===== src/rtl/mic_pkg.sv =====
// rtl/mic_pkg.sv - shared microphone constants and clap FSM state encoding
package mic_pkg;

    typedef enum logic [1:0] {
        ST_IDLE    = 2'd0,
        ST_LOUD    = 2'd1,
        ST_HOLDOFF = 2'd2
    } clap_state_e;

    localparam int unsigned DEF_WIN_LOG2  = 8;
    localparam int unsigned DEF_THRESH_HI = 40;
    localparam int unsigned DEF_THRESH_LO = 20;
    localparam int unsigned DEF_MAX_LOUD  = 200;
    localparam int unsigned DEF_HOLDOFF   = 2000;

endpackage


===== src/rtl/pdm_window_accum.sv =====
// rtl/pdm_window_accum.sv - PDM capture and per-window loudness decimation
module pdm_window_accum
    import mic_pkg::*;
#(
    parameter int unsigned WIN_LOG2 = DEF_WIN_LOG2
) (
    input  logic                clk,
    input  logic                resetn,
    input  logic                enable,
    input  logic                pdm_clk,
    input  logic                pdm_data,
    output logic                win_done,
    output logic [WIN_LOG2-1:0] amplitude,
    output logic [WIN_LOG2-1:0] level,
    output logic                level_valid
);

    // Half-scale ones count: the density of a silent (50 %) PDM stream.
    localparam logic [WIN_LOG2:0] HALF = (WIN_LOG2 + 1)'(1 << (WIN_LOG2 - 1));

    logic                pclk_s1_q, pclk_s1_d;
    logic                pclk_s2_q, pclk_s2_d;
    logic                pclk_prev_q, pclk_prev_d;
    logic                data_s1_q, data_s1_d;
    logic                data_s2_q, data_s2_d;
    logic [WIN_LOG2-1:0] samp_q, samp_d;
    logic [WIN_LOG2:0]   ones_q, ones_d;
    logic [WIN_LOG2-1:0] level_q, level_d;
    logic                level_valid_q, level_valid_d;
    logic                tick;
    logic [WIN_LOG2:0]   ones_final;
    logic [WIN_LOG2:0]   diff;

    // Synchronisers, tick detect, window counting and amplitude of the closing window.
    always_comb begin
        pclk_s1_d   = pdm_clk;
        pclk_s2_d   = pclk_s1_q;
        pclk_prev_d = pclk_s2_q;
        data_s1_d   = pdm_data;
        data_s2_d   = data_s1_q;

        tick       = pclk_s2_q & ~pclk_prev_q;
        ones_final = ones_q + {{WIN_LOG2{1'b0}}, data_s2_q};
        diff       = (ones_final >= HALF) ? (ones_final - HALF) : (HALF - ones_final);
        amplitude  = diff[WIN_LOG2-1:0];
        // Disable overrides a window that completes on the same cycle.
        win_done   = enable & tick & (samp_q == '1);

        samp_d = samp_q;
        ones_d = ones_q;
        if (!enable) begin
            samp_d = '0;
            ones_d = '0;
        end else if (tick) begin
            samp_d = samp_q + WIN_LOG2'(1);
            ones_d = win_done ? '0 : ones_final;
        end

        level_d       = win_done ? amplitude : level_q;
        level_valid_d = win_done;
    end

    // State registers; level survives a disable, only reset clears it.
    always_ff @(posedge clk) begin
        if (!resetn) begin
            pclk_s1_q     <= 1'b0;
            pclk_s2_q     <= 1'b0;
            pclk_prev_q   <= 1'b0;
            data_s1_q     <= 1'b0;
            data_s2_q     <= 1'b0;
            samp_q        <= '0;
            ones_q        <= '0;
            level_q       <= '0;
            level_valid_q <= 1'b0;
        end else begin
            pclk_s1_q     <= pclk_s1_d;
            pclk_s2_q     <= pclk_s2_d;
            pclk_prev_q   <= pclk_prev_d;
            data_s1_q     <= data_s1_d;
            data_s2_q     <= data_s2_d;
            samp_q        <= samp_d;
            ones_q        <= ones_d;
            level_q       <= level_d;
            level_valid_q <= level_valid_d;
        end
    end

    assign level       = level_q;
    assign level_valid = level_valid_q;

endmodule


===== src/rtl/pdm_clap_detector.sv =====
// rtl/pdm_clap_detector.sv - clap detection FSM with hysteresis, noise reject and hold-off
module pdm_clap_detector
    import mic_pkg::*;
#(
    parameter int unsigned WIN_LOG2  = DEF_WIN_LOG2,
    parameter int unsigned THRESH_HI = DEF_THRESH_HI,
    parameter int unsigned THRESH_LO = DEF_THRESH_LO,
    parameter int unsigned MAX_LOUD  = DEF_MAX_LOUD,
    parameter int unsigned HOLDOFF   = DEF_HOLDOFF
) (
    input  logic                clk,
    input  logic                reset,
    input  logic                enable_mike,
    input  logic                pulse_2dot5MHz,
    input  logic                M_DATA,
    output logic [WIN_LOG2-1:0] level,
    output logic                level_valid,
    output logic                clap,
    output logic                busy
);

    // loud_cnt saturates at MAX_LOUD+1, hold_cnt tops out at HOLDOFF-1.
    localparam int unsigned LOUD_W = $clog2(MAX_LOUD + 2);
    localparam int unsigned HOLD_W = $clog2(HOLDOFF + 1);

    clap_state_e         state_q, state_d;
    logic [LOUD_W-1:0]   loud_q, loud_d;
    logic [HOLD_W-1:0]   hold_q, hold_d;
    logic                clap_q, clap_d;
    logic                busy_q, busy_d;
    logic                win_done;
    logic [WIN_LOG2-1:0] amplitude;
    logic [31:0]         amp_ext;

    pdm_window_accum #(
        .WIN_LOG2 (WIN_LOG2)
    ) u_accum (
        .clk         (clk),
        .resetn      (reset),
        .enable      (enable_mike),
        .pdm_clk     (pulse_2dot5MHz),
        .pdm_data    (M_DATA),
        .win_done    (win_done),
        .amplitude   (amplitude),
        .level       (level),
        .level_valid (level_valid)
    );

    // Next state: the FSM only moves on a window-complete cycle; disable forces IDLE.
    always_comb begin
        state_d = state_q;
        loud_d  = loud_q;
        hold_d  = hold_q;
        clap_d  = 1'b0;
        amp_ext = 32'(amplitude);

        if (!enable_mike) begin
            state_d = ST_IDLE;
            loud_d  = '0;
            hold_d  = '0;
        end else if (win_done) begin
            case (state_q)
                ST_IDLE: begin
                    if (amp_ext >= THRESH_HI) begin
                        state_d = ST_LOUD;
                        loud_d  = LOUD_W'(1);
                    end
                end
                ST_LOUD: begin
                    if (amp_ext < THRESH_LO) begin
                        // Episodes longer than MAX_LOUD windows are noise, not claps.
                        clap_d  = (32'(loud_q) <= MAX_LOUD);
                        state_d = ST_HOLDOFF;
                        loud_d  = '0;
                        hold_d  = '0;
                    end else if (32'(loud_q) <= MAX_LOUD) begin
                        loud_d = loud_q + LOUD_W'(1);
                    end
                end
                ST_HOLDOFF: begin
                    if (32'(hold_q) == HOLDOFF - 1) begin
                        state_d = ST_IDLE;
                        hold_d  = '0;
                    end else begin
                        hold_d = hold_q + HOLD_W'(1);
                    end
                end
                default: begin
                    state_d = ST_IDLE;
                end
            endcase
        end

        busy_d = (state_d != ST_IDLE);
    end

    // FSM state, counters and registered strobes.
    always_ff @(posedge clk) begin
        if (!reset) begin
            state_q <= ST_IDLE;
            loud_q  <= '0;
            hold_q  <= '0;
            clap_q  <= 1'b0;
            busy_q  <= 1'b0;
        end else begin
            state_q <= state_d;
            loud_q  <= loud_d;
            hold_q  <= hold_d;
            clap_q  <= clap_d;
            busy_q  <= busy_d;
        end
    end

    assign clap = clap_q;
    assign busy = busy_q;

endmodule


===== config.mk =====
export PLATFORM = sky130hd
export DESIGN_NAME = pdm_clap_detector
export DESIGN_NICKNAME = d
export VERILOG_FILES = /design/src/rtl/mic_pkg.sv /design/src/rtl/pdm_window_accum.sv /design/src/rtl/pdm_clap_detector.sv
export SDC_FILE = /design/constraint.sdc
export NUM_CORES = 1
export LEC_CHECK = 0
export ABC_AREA = 0
export BUFFER_PORTS_ARGS = -buffer_cell sky130_fd_sc_hd__clkbuf_2
export CORE_MARGIN = 2
export CORE_UTILIZATION = 30
export CTS_CLUSTER_DIAMETER = 120
export DETAILED_ROUTE_END_ITERATION = 16
export PLACE_DENSITY = 0.49
export SLEW_MARGIN = 30
export SYNTH_ARGS = -nofsm -noshare
export SYNTH_HDL_FRONTEND = slang
export SYNTH_SLANG_ARGS = --single-unit
export TNS_END_PERCENT = 10

===== constraint.sdc =====
create_clock -name clk -period 8 [get_ports clk]
set_input_delay 1.6 -clock clk [delete_from_list [all_inputs] [get_ports clk]]
set_output_delay 1.6 -clock clk [all_outputs]
set_load 0.01 [all_outputs]

Word-level counts from Yosys, hierarchy flattened:

Cells that the tools add are included.
Widths: inputs -> output; s select.

* add/subtract/negate cells: 6
* order comparisons: 4
* eq/ne operators: 7
* muxes and demuxes: 15
* bitwise gates (word level): 4
* reductions and logical operators: 8

Operators with widths (count)
* $mux 8: 4
* $mux 11: 2
* $pmux 11 s2: 1
* $add 8x1->8 const B: 2
* $pmux 8 s2: 1
* $add 11x1->11 const B: 1
* $eq 11x11->1 const B: 1
* $mux 2: 5
* $add 9x1->9: 1
* $ge 9x8->1 const B: 1
* $mux 9: 1
* $eq 8x8->1 const B: 1
* $ge 8x6->1 const B: 1
* $le 8x8->1 const B: 1
* $lt 8x5->1 const B: 1
* $sub 8x8->8 const A: 1
* $sub 8x8->8 const B: 1
* $pmux 2 s3: 1
* $reduce_bool 2->1: 3
* $reduce_and 5->1: 1
* $ne 2x2->1 const B: 2
* $reduce_and 4->1: 1
* $and 1x1->1: 3
* $ne 3x3->1 const B: 1
* 6 further kinds: 6

* register bits after elaboration: 54
* output and inout bits: 11
* word-level logic and storage cells: 58

Depth between registers and ports, before layout:

* word-level depth: 9
* mapped depth: 11

Modules after synthesis:

A second synthesis with hierarchy kept.

* cells, all modules: 345
* area, all modules: 2969.1 µm²

By module, submodules not included
* pdm_window_accum: times used 1, cells each 208, area an instance 1803.0 µm², sequential area each 620.6 µm²
* pdm_clap_detector: times used 1, cells each 137, area an instance 1166.1 µm², sequential area each 460.4 µm²

Least setup slack after synthesis:

OpenSTA, ideal clock, no wires.

* kind: reg-to-reg
* start point: reg u_accum.ones_q[0]
* end point: reg hold_q[8]
* data arrival time: 2779 ps
* required time: 7868 ps
* path slack: 5089 ps
* cell stages (with the launch flop): 12
* buffers on the path: 1
* clock period less this slack: 2911 ps
* cell sequence: dfxtp_1 -> ha_1 -> ha_1 -> buf_2 -> xnor2_1 -> and2_1 -> a32oi_1 -> or2_2 -> a2111oi_4 -> a21oi_2 -> o31ai_1 -> a21oi_1

* word-level cells in the longest chain between the ends: 6
* elaborated cells on any way between the ends: 8
* classes of those cells: 3 x add/sub; 2 x order compare; 1 x eq/ne; 1 x mux; 1 x reduce/logical

Ends and longest elaborated chain
* start: declaration: RTL line pdm_window_accum.sv:27 `logic [WIN_LOG2:0] ones_q, ones_d;`
* start signal: assignment: RTL line pdm_window_accum.sv:82 `ones_q <= ones_d;`
* $add 9x1->9 *: RTL line pdm_window_accum.sv:43 `ones_final = ones_q + {{WIN_LOG2{1'b0}}, data_s2_q};`
* $sub 8x8->8 or $ge 9x8->1 (tied branches): RTL line pdm_window_accum.sv:44 `diff = (ones_final >= HALF) ? (ones_final - HALF) : (HALF - ones_final);`
* $mux 8 *: RTL line pdm_window_accum.sv:44
* $lt 8x5->1 *: RTL line pdm_clap_detector.sv:70 `if (amp_ext < THRESH_LO) begin`
* $ne 2x2->1 (no line) *
* $reduce_and 3->1 (no line) *
* end signal: assignment: RTL line pdm_clap_detector.sv:108 `hold_q <= hold_d;`
* end: declaration: RTL line pdm_clap_detector.sv:28 `logic [HOLD_W-1:0] hold_q, hold_d;`

Every way passes the cells marked *; elsewhere a longest branch is shown, timed or not.
A chain may end at the register's enable or synchronous reset.

Worst setup path in the final report:

* start point: reg u_accum.ones_q[0]
* end point: reg hold_q[9]

The elaborated chain is that of the path after synthesis.

==> impl_metrics.ini <==
[cts]
cts_tree = yes
cts_htree_levels = 2
cts_hold_buf = 0
cts_resized = 0
clock-sinks = 54
cts_buffer_depth = 2
numCtsBuffers = 5
clock-root-buffer = clkbuf_8
clk-insertion-delay-late_ns = 0.30
clkTransAtPathRegs_ns = 0.09
cts_setup_buffers = 0

[critical_path]
required_ns = 8.17
worstReg2RegStart = u_accum.ones_q[0]$_SDFFE_PN0P_
worstSetupPathType = register to register
worst_setup_path_end_kind = register
crit_path_start_kind = register
reg2reg_to = hold_q[9]$_SDFFE_PN0P_
rr_worst_depth = 10
regToRegSetupSlack_ns = 4.43
cp.arrival_ns = 3.74
critPathMaxFanout = 12

[drt]
vias = 2631
routed_wirelength_um = 7057
drt_first_pass_iters = 4
drt_iter0_drc = 77
wl_per_cell_um = 13.55
drc = 0
ant_nets = 0
vias_per_cell = 5.050

[timing]
fin_ws_ns = 4.426
slew_headroom = 0.4080
setup_viol = 0
period_minus_slack_ns = 3.574
fmax_ghz = 0.2798
slew_violations = 0
worst_slew_pin_slew_ns = 0.8862
fin_tns_setup_ns = 0
rsz0062_at_grt = false
skew_ns = 0.007595
hold_viol_final = 0
fin_crit_sh = 0.4468

[floorplanning]
design.die.area_um2 = 10990
start_util = 0.3107
ios = 16
die_w_um = 104.8
rows = 36
core-area_um2 = 9819
die_y_um = 104.8

[global_routing]
track_usage = 0.1351
grt-ovfl-total = 0
grt_max_degree = 32
grt_pass1_vias = 2544
grt_pass1_wl_um = 12260
antenna_found_initial = 0

[final_layout]
layout.nets = 401
antennaDiodeCount = 0
post-route-util = 0.3356
final_cell_mix = dfxtp_1, nand2_1, nor2_1
design_area_um2 = 3296
fill_cells = 1089
layout.cells.non_filler = 521
final_common_cell = dfxtp_1
layout-drive-gt1-share = 0.1057
area_growth_pct = 8.039

[place]
place_area_um2 = 3216
place_ws_ns = 4.481
gp_congestion = 0.8018
hpwl_um = 5018
portBuffers = 15
placed_cells = 514

[status]
run_status = complete, no violations

[worst_hold_path]
worstHoldStart = u_accum.data_s1_q$_SDFF_PN0_
hold-path-endpoint = u_accum.data_s2_q$_SDFF_PN0_
holdPathStages = 1
hp-class = register to register

[synth]
synth_seq_cells = 54
synth_cells = 384
synth_cell_types = 60
ys_warn_count = 0
synth_top_area_share = 0.3544
synth_edf_count = 0
synth_top_area_cell = dfxtp_1
avgSynthCellArea_um2 = 7.944
yosysSeqAreaShare = 0.3544
netlist_area_um2 = 3050
synth_area_leaders = dfxtp_1, nand2_1, nand3_1, nor2_1, a21oi_1
synth_ff_type = dfxtp_1
async_reset_ff_frac = 0
syn-num-nets = 397

[power_and_ir_drop]
total_leakage_power_uw = 0.001126
power_density_nw_per_um2 = 132.3
ir_drop_uv = 67.58

[run]
cap_violations = 0
## area by class of cell
class,count,area (um2),area share
multi-input cells,304,1863,0.5653
well taps,133,166.4,0.05049
flip-flops and latches,54,1081,0.3280
clock inverters,1,7.507,0.002278
clock buffers,6,72.57,0.02202
repair buffers,15,75.07,0.02278
inverters,8,30.03,0.009112
## worst max-delay path by stage
stage | from | to | cells past startpoint
2_1_floorplan | u_accum.ones_q[0]$_SDFFE_PN0P_ | hold_q[8]$_SDFFE_PN0P_ | 11
3_3_place_gp | enable_mike | hold_q[2]$_SDFFE_PN0P_ | 5
3_5_place_dp | u_accum.ones_q[0]$_SDFFE_PN0P_ | hold_q[8]$_SDFFE_PN0P_ | 10
4_1_cts | u_accum.ones_q[0]$_SDFFE_PN0P_ | hold_q[8]$_SDFFE_PN0P_ | 10
5_1_grt | u_accum.ones_q[0]$_SDFFE_PN0P_ | loud_q[6]$_SDFFE_PN0P_ | 10
6_report | u_accum.ones_q[0]$_SDFFE_PN0P_ | hold_q[9]$_SDFFE_PN0P_ | 10
## metal layers
| metal | track usage | share of wire | up-vias |
|---|---|---|---|
| li1 | - | - | 1369 |
| met1 | 0.1764 | 0.49 | 1208 |
| met2 | 0.2250 | 0.46 | 45 |
| met3 | 0.02558 | 0.033 | 9 |
| met4 | 0.04190 | 0.017 | 0 |
| met5 | 0 | 0 | - |
## logic make-up after synthesis
group                    synth area share
AND/OR/NAND/NOR                    0.3076
AO/OA/AOI/OAI                      0.1961
flip-flops                         0.3544
buffers and inverters             0.03568
XOR/XNOR                          0.05989
adder cells (fa/ha/maj)           0.03282
multiplexers                      0.01354
## stage by stage
| step | total power [uW] | hold slack [ns] |
|---|---|---|
| finish | 436.0 | 0.4472 |
| global route | 457.4 | 0.4723 |
| CTS | 446.7 | 0.4544 |
| detailed placement | 295.4 | 0.4279 |
| global placement | 295.3 | 0.4165 |
| floorplan | 290.2 | 0.4119 |
## state kept, by name, summed over array words and instances (netlist names), 2 cells and up
name	flops
u_accum.samp_q	8
loud_q	8
u_accum.ones_q	9
hold_q	11
u_accum.level	8
state_q	2
## power by group
group	internal, uW	switching, uW
clock	60.3	86.8
combinational	6.01	12.5
sequential	270	0.567
total	336	99.9
## synthesized netlist by cell type (all sizes together), types with 2 or more instances
cell type / number
and2: 14
a22oi: 2
and4: 3
a21boi: 4
clkbuf: 13
o21a: 3
xnor2: 11
o31ai: 3
o21ai: 28
o211ai: 7
dfxtp: 54
buf: 5
nand2: 45
nor3: 5
a31oi: 4
nand4: 4
mux2i: 3
ha: 8
or3b: 4
or2: 5
nor2b: 4
inv: 8
nand2b: 3
or4b: 2
nand3: 31
or3: 5
xor2: 9
a21oi: 25
nand3b: 5
nor2: 39
or4: 2
and3: 8
## worst max-delay path, cell delays in order (launching register included)
cell,delay (ns)
dfxtp_1,0.38
ha_1,0.17
ha_1,0.46
nand3_1,0.18
xnor2_1,0.49
nor3_1,0.22
o221a_2,0.37
a2111oi_4,0.58
a21oi_2,0.23
o31ai_1,0.27
a21oi_1,0.09
Power figures use the tool's default switching activity.
